File: config.mk
export PLATFORM = sky130hd
export DESIGN_NAME = if_fetch_unit_flat
export DESIGN_NICKNAME = d
export VERILOG_FILES = /design/src/rtl/if_fetch_unit_if.sv /design/src/rtl/if_fetch_unit.sv /design/src/flat_wrapper.sv
export SDC_FILE = /design/constraint.sdc
export NUM_CORES = 1
export LEC_CHECK = 0
export ABC_AREA = 1
export CORE_UTILIZATION = 51
export DETAILED_ROUTE_END_ITERATION = 8
export PLACE_DENSITY = 0.81
export SLEW_MARGIN = 20
export SYNTH_ARGS = -nofsm -noshare
export SYNTH_HDL_FRONTEND = slang
export SYNTH_SLANG_ARGS = --single-unit
File: constraint.sdc
create_clock -name clk -period 2.2 [get_ports clk]
set_clock_uncertainty 0.1 [all_clocks]
set_input_delay 0.44 -clock clk [delete_from_list [all_inputs] [get_ports clk]]
set_output_delay 0.44 -clock clk [all_outputs]
set_load 0.005 [all_outputs]
File: src/rtl/if_fetch_unit_if.sv
// Byte-wide instruction memory port between fetch and the memory arbiter.
// The fetch stage is the master; the arbiter/memory side is the slave.
interface if_fetch_unit_if;
    logic        mem_req_o;
    logic [31:0] mem_addr_o;
    logic        mem_grant_i;
    logic [7:0]  mem_data_i;

    modport master (
        output mem_req_o,
        output mem_addr_o,
        input  mem_grant_i,
        input  mem_data_i
    );

    modport slave (
        input  mem_req_o,
        input  mem_addr_o,
        output mem_grant_i,
        output mem_data_i
    );
endinterface

File: src/rtl/if_fetch_unit.sv
// Instruction fetch: four byte reads per instruction, little-endian assembly,
// one-cycle presentation to IF/ID unless stalled, jump redirect at any time.
module if_fetch_unit #(
    parameter logic [31:0] RESET_PC = 32'h0000_0000
) (
    input  logic              clk,
    input  logic              rst,
    input  logic              jump_i,
    input  logic [31:0]       jump_addr_i,
    input  logic              stall_i,
    if_fetch_unit_if.master   mem,
    output logic [31:0]       if_pc_o,
    output logic [31:0]       if_inst_o,
    output logic              if_busy_o
);

    typedef enum logic {S_FETCH, S_VALID} state_t;

    state_t      state_q, state_d;
    logic [31:0] pc_q, pc_d;
    logic [2:0]  issued_q, issued_d;
    logic [2:0]  recv_q, recv_d;
    logic        pending_q, pending_d;
    logic [23:0] buf_q, buf_d;
    logic        busy_q, busy_d;
    logic [31:0] if_pc_q, if_pc_d;
    logic [31:0] if_inst_q, if_inst_d;
    logic        grant;

    always_ff @(posedge clk) begin
        if (rst) state_q <= S_FETCH;
        else     state_q <= state_d;
    end

    always_comb begin
        state_d = state_q;
        if (jump_i) begin
            state_d = S_FETCH;
        end else begin
            unique case (state_q)
                S_FETCH: if (pending_q && recv_q == 3'd3) state_d = S_VALID;
                S_VALID: if (!stall_i) state_d = S_FETCH;
            endcase
        end
    end

    // Request logic looks only at registers and jump_i, never at grant/data.
    assign mem.mem_req_o  = (state_q == S_FETCH) && (issued_q < 3'd4) && !jump_i;
    assign mem.mem_addr_o = pc_q + {29'd0, issued_q};
    assign grant          = mem.mem_req_o && mem.mem_grant_i;

    always_comb begin
        pc_d      = pc_q;
        issued_d  = issued_q;
        recv_d    = recv_q;
        pending_d = 1'b0;
        buf_d     = buf_q;
        busy_d    = busy_q;
        if_pc_d   = if_pc_q;
        if_inst_d = if_inst_q;
        if (jump_i) begin
            pc_d     = jump_addr_i;
            issued_d = 3'd0;
            recv_d   = 3'd0;
            busy_d   = 1'b1;
        end else if (state_q == S_FETCH) begin
            pending_d = grant;
            if (grant) issued_d = issued_q + 3'd1;
            if (pending_q) begin
                recv_d = recv_q + 3'd1;
                unique case (1'b1)
                    recv_q == 3'd0: buf_d[7:0]   = mem.mem_data_i;
                    recv_q == 3'd1: buf_d[15:8]  = mem.mem_data_i;
                    recv_q == 3'd2: buf_d[23:16] = mem.mem_data_i;
                    default: begin
                        if_inst_d = {mem.mem_data_i, buf_q};
                        if_pc_d   = pc_q;
                        busy_d    = 1'b0;
                    end
                endcase
            end
        end else if (!stall_i) begin
            pc_d     = pc_q + 32'd4;
            issued_d = 3'd0;
            recv_d   = 3'd0;
            busy_d   = 1'b1;
        end
    end

    always_ff @(posedge clk) begin
        if (rst) begin
            pc_q      <= RESET_PC;
            issued_q  <= 3'd0;
            recv_q    <= 3'd0;
            pending_q <= 1'b0;
            buf_q     <= 24'd0;
            busy_q    <= 1'b1;
            if_pc_q   <= 32'd0;
            if_inst_q <= 32'd0;
        end else begin
            pc_q      <= pc_d;
            issued_q  <= issued_d;
            recv_q    <= recv_d;
            pending_q <= pending_d;
            buf_q     <= buf_d;
            busy_q    <= busy_d;
            if_pc_q   <= if_pc_d;
            if_inst_q <= if_inst_d;
        end
    end

    assign if_pc_o   = if_pc_q;
    assign if_inst_o = if_inst_q;
    assign if_busy_o = busy_q;

endmodule

File: src/flat_wrapper.sv
// flat-port wrapper written by rule: the top's interface ports become plain ports
module if_fetch_unit_flat 
#(
    parameter logic [31:0] RESET_PC = 32'h0000_0000
)
  (clk, rst, jump_i, jump_addr_i, stall_i, if_pc_o, if_inst_o, if_busy_o, mem_mem_req_o, mem_mem_addr_o, mem_mem_grant_i, mem_mem_data_i);
  if_fetch_unit_if mem_i ();
  input  logic clk;
  input  logic rst;
  input  logic jump_i;
  input  logic [31:0] jump_addr_i;
  input  logic stall_i;
  output logic [31:0] if_pc_o;
  output logic [31:0] if_inst_o;
  output logic if_busy_o;
  output wire logic [$bits(mem_i.mem_req_o)-1:0] mem_mem_req_o;
  output wire logic [$bits(mem_i.mem_addr_o)-1:0] mem_mem_addr_o;
  input wire logic [$bits(mem_i.mem_grant_i)-1:0] mem_mem_grant_i;
  input wire logic [$bits(mem_i.mem_data_i)-1:0] mem_mem_data_i;
  assign mem_mem_req_o = mem_i.mem_req_o;
  assign mem_mem_addr_o = mem_i.mem_addr_o;
  assign mem_i.mem_grant_i = mem_mem_grant_i;
  assign mem_i.mem_data_i = mem_mem_data_i;
  if_fetch_unit #(.RESET_PC(RESET_PC)) u_core (.clk(clk), .rst(rst), .jump_i(jump_i), .jump_addr_i(jump_addr_i), .stall_i(stall_i), .mem(mem_i), .if_pc_o(if_pc_o), .if_inst_o(if_inst_o), .if_busy_o(if_busy_o));
endmodule
**Word-level counts from Yosys, hierarchy flattened**

Cells that the tools add are included.

- Bits in registers: 129
- Bits in latches: 0
- RAM bits: 0
- Memory bits (read-only): 0
- Input bits: 45
- Output and inout port bits: 98
- Memories: 0

- Add/subtract/negate cells: 4
- $mul: 0
- Div/mod/pow operators: 0
- Magnitude comparators: 1
- Eq/ne operators: 6
- Shifts and indexed selects: 0
- Muxes and demuxes: 15
- Bitwise gates (word level): 3
- Reduce and logical (&&, ||, !) cells: 20

Operators by type and width:

| kind | count |
|---|---|
| 32-bit two-way mux | 3 |
| 32-bit by 3-bit adder with 32-bit output | 1 |
| 32-bit by 3-bit adder with 32-bit output, second input constant | 1 |
| 4-bit AND reduction | 4 |
| 3-bit two-way mux | 5 |
| 3-bit by 1-bit adder with 3-bit output, second input constant | 2 |
| 3-bit by 2-bit equality test with 1-bit output, second input constant | 2 |
| 1-bit two-way mux | 6 |
| 2-bit AND reduction | 3 |
| 2-bit nonzero test | 3 |
| 3-bit OR reduction | 2 |
| 1-bit logical AND | 4 |
| 2-bit inequality test, second input constant | 2 |
| 3-bit by 1-bit equality test with 1-bit output, second input constant | 1 |
| 3-bit zero test | 1 |
| 3-bit < comparator, second input constant | 1 |
| 1-bit NOT | 3 |
| 3-bit AND reduction | 1 |
| 2-bit by 1-bit inequality test with 1-bit output, second input constant | 1 |
| 1-bit case mux with 2 select lines | 1 |
| 2-bit OR reduction | 1 |
| 1-bit zero test | 1 |

**Longest topological paths before layout**

- Word-level depth: 6
- Depth in mapped cells: 10

**Least setup slack after synthesis**

Ideal clock, no wire load.

- Kind: reg-to-output
- From: register u_core.pc_q[2]
- To: output port mem_mem_addr_o[25]
- Data arrival time: 1633 ps
- Required time: 1660 ps
- Setup slack: 27 ps
- Stages on the path, launching flop included: 10
- Cells stage by stage: dfxtp_1 ha_1 nand2_1 nand2_1 a31oi_4 inv_1 nand2_1 nor2_1 nand2_1 xor2_1

- Longest elaborated chain between the ends: 1

Ends and longest elaborated chain:

| element | line | text |
|---|---|---|
| start: declaration | if_fetch_unit.sv:20 | `logic [31:0] pc_q, pc_d;` |
| start signal: assignment | if_fetch_unit.sv:101 | `pc_q <= pc_d;` |
| 32-bit by 3-bit adder with 32-bit output | if_fetch_unit.sv:49 | `assign mem.mem_addr_o = pc_q + {29'd0, issued_q};` |
| end: declaration | flat_wrapper.sv:17 | `output wire logic [$bits(mem_i.mem_addr_o)-1:0] mem_mem_addr_o;` |

No other way between the ends.

**Final worst setup path**

- From: register u_core.issued_q[0]
- To: output port mem_mem_addr_o[18]

- Longest elaborated chain between the ends: 1

Ends and longest elaborated chain:

| element | line | text |
|---|---|---|
| start: declaration | if_fetch_unit.sv:21 | `logic [2:0] issued_q, issued_d;` |
| start signal: assignment | if_fetch_unit.sv:102 | `issued_q <= issued_d;` |
| 32-bit by 3-bit adder with 32-bit output | if_fetch_unit.sv:49 |  |

No other way between the ends.

==> flow_metrics.tcl <==
set metrics [dict create \
    netlist_top_cells_area "dfxtp_1 40%, nor2_1 11%, nand2_1 11%, o21ai_0 6.7%, xor2_1 3.7%" \
    cts_root_buf "clkbuf_16" \
    htreeDepth 4 \
    antenna_found_initial 0 \
    p_leak_nw 4.40 \
    synth-edff-count 0 \
    p_per_area_nw_per_um2 596 \
    postRouteAntennaNets 0 \
    yosys.area.top_type "dfxtp_1" \
    fin_cells 1348 \
    clock_sinks 129 \
    synth.top_cell.area_share 0.402 \
    cts_tree "built" \
    nFillCells 766 \
    nets 1226 \
    die_y_um 114 \
    grt_max_degree 71 \
    clockBufferDepth 2 \
    clkLatencyLatePin_ns 0.43 \
    synth_most_common_cell "nor2_1" \
    syn_nets 965 \
    async_reset_ff_frac 0 \
    dieArea_um2 13100 \
    min_from "u_core.if_pc_o[14]" \
    numCtsBuffers 17 \
    timing.fmax_ghz 0.369 \
    grt_usage 0.361 \
    start_util 0.528 \
    finalHoldViolations 0 \
    netlist_area_um2 6430 \
    dp_hpwl_um 15400 \
    critPathRequiredTime_ns 1.66 \
    hp-class "register to register" \
    grt_pass1_wl_um 35900 \
    slew_headroom 0.759 \
    fin_crit_sh 1.23 \
    setup_viol 30 \
    grt_pass1_vias 7148 \
    globalplace.congestion 0.974 \
    drt_iter0_drc 924 \
    port-buffer-count 142 \
    rr_startpoint "u_core.pc_q[3]" \
    finalWorstSetupSlack_ns -0.507 \
    io_pins 143 \
    grt_overflow 0 \
    holdBufCountCts 0 \
    wl_um 24400 \
    fin_util 0.805 \
    synth_warnings 0 \
    viasPerCell 5.55 \
    violations "negative setup slack" \
    setup_tns_ns -12.64 \
    placedCellCount 1302 \
    wl_per_cell_um 18.1 \
    syn_to_final_growth_pct 52.3 \
    synth-main-ff-cell "dfxtp_1" \
    worstSetupEndpointType "primary output" \
    chipWidth_um 114 \
    rows 40 \
    cp-start-kind "register" \
    hold_depth 2 \
    tightestPinTransition_ns 0.360 \
    avgSynthCellArea_um2 7.07 \
    yosysSeqAreaShare 0.402 \
    rsz0062_at_grt "true" \
    core_area_um2 12200 \
    dr.pass1.iters 6 \
    max_cap_viol_count 0 \
    drcViolationCount 0 \
    post-route-min-period_ns 2.71 \
    peakVddDrop_mv 0.596 \
    vias 7481 \
    synth_cell_types 42 \
    cp_max_fo 3 \
    dp_slack_ns -0.482 \
    p_total_mw 5.83 \
    crit_type "register to primary output" \
    cts.clk_slew.worst_paths_ns 0.06 \
    r2r_end "u_core.pc_q[18]" \
    finalMaxSlewViolations 0 \
    drive_gt1_frac 0.263 \
    synth_seq_cells 129 \
    reg2regPathDepth 9 \
    status "complete, but fails checks" \
    min_to "u_core.if_pc_o[14]" \
    yosys-top-cells-count "195 x nor2_1, 187 x nand2_1, 129 x dfxtp_1" \
    syn_inst 909 \
    arrival_ns 2.17 \
    r2r_slack_ns 0.15 \
    num_antenna_cells 0 \
]
-- layout make-up --
class                      instances  area (um2)  share of cell area
clock buffer                      21         470              0.0481
clock inverter                     8         105              0.0107
inverter                          58         223              0.0228
multi-input combinational        684        3730               0.381
sequential                       129        2590               0.265
tap                              168         210              0.0215
timing repair buffer             280        2460               0.251
-- worst max path at each step --
stage	slack (ns)	cells past startpoint	end	start
5_1_grt	-0.58	12	mem_mem_addr_o[20]	u_core.issued_q[0]
3_5_place_dp	-0.48	10	mem_mem_addr_o[12]	u_core.issued_q[0]
6_report	-0.51	11	mem_mem_addr_o[18]	u_core.issued_q[0]
4_1_cts	-0.52	11	mem_mem_addr_o[12]	u_core.pc_q[0]
3_3_place_gp	-0.44	10	mem_mem_addr_o[28]	u_core.issued_q[0]
2_1_floorplan	0.03	9	mem_mem_addr_o[25]	u_core.pc_q[2]
-- layer usage --
metal,vias to the layer above,share of wire,GRT usage
met1,3472,0.39,0.442
li1,3422,-,-
met2,448,0.45,0.589
met5,-,0,0
met4,0,0.065,0.214
met3,139,0.095,0.0725
-- cells in the final DEF (no fill, tap or decap), drive strengths merged --
cell / Yosys / routed
bufinv: 0 / 2
a22oi: 1 / 1
nor4: 1 / 1
dfxtp: 129 / 129
buf: 18 / 169
nand4: 5 / 5
o21ai: 86 / 86
o211ai: 5 / 5
o41ai: 1 / 1
dlymetal6s2s: 0 / 1
nand3: 47 / 47
nor3: 8 / 8
xnor2: 4 / 4
a211oi: 4 / 4
clkdlybuf4s50: 0 / 110
a311oi: 1 / 1
inv: 56 / 58
fa: 1 / 1
clkinvlp: 0 / 3
xor2: 27 / 27
nand2: 209 / 209
o31ai: 1 / 1
clkbuf: 20 / 21
a21oi: 49 / 49
nor2: 220 / 220
a21boi: 1 / 1
ha: 10 / 10
o22ai: 1 / 1
a31oi: 2 / 2
clkinv: 2 / 3
-- registers in the layout, indices dropped and copies added, names as in the netlist --
register          count
u_core.pc_q          32
u_core.recv_q         3
u_core.pending_q      1
u_core.if_inst_o     32
u_core.issued_q       3
u_core.buf_q         24
u_core.if_pc_o       32
u_core.if_busy_o      1
u_core.state_q        1
-- logic make-up after synthesis --
family | share of synthesized area
AO/OA/AOI/OAI | 0.131
XOR/XNOR | 0.0423
adder cells (fa/ha/maj) | 0.0226
buffers and inverters | 0.0664
flip-flops | 0.402
AND/OR/NAND/NOR | 0.336
-- report_power, final --
part	internal, mW	switching, mW
Combinational	0.281	0.329
Clock	1.74	1.05
Sequential	2.39	0.0518
Total	4.40	1.43
-- stage by stage --
stage	instance area, um2	hold WS (ns)
global route	9790	0.383
detailed placement	8830	0.350
floorplan	6430	0.343
global placement	8830	0.349
CTS	9670	0.365
finish	9790	0.365
-- critical path: stages (launching register included) --
cell	delay, ns
dfxtp_2	0.35
ha_4	0.14
fa_2	0.20
nand2_2	0.07
a21boi_4	0.19
nand2_4	0.09
buf_6	0.13
nor2_4	0.11
buf_6	0.14
nand3_4	0.06
xor2_1	0.13
buf_2	0.13
-- repair_timing --
action	4_1_cts	5_1_grt
gates resized for setup	194	17
pin swaps	15	13
endpoints found under the setup margin	32	31
buffers inserted	12	7
Note: power is estimated with default switching activity, not from simulation.
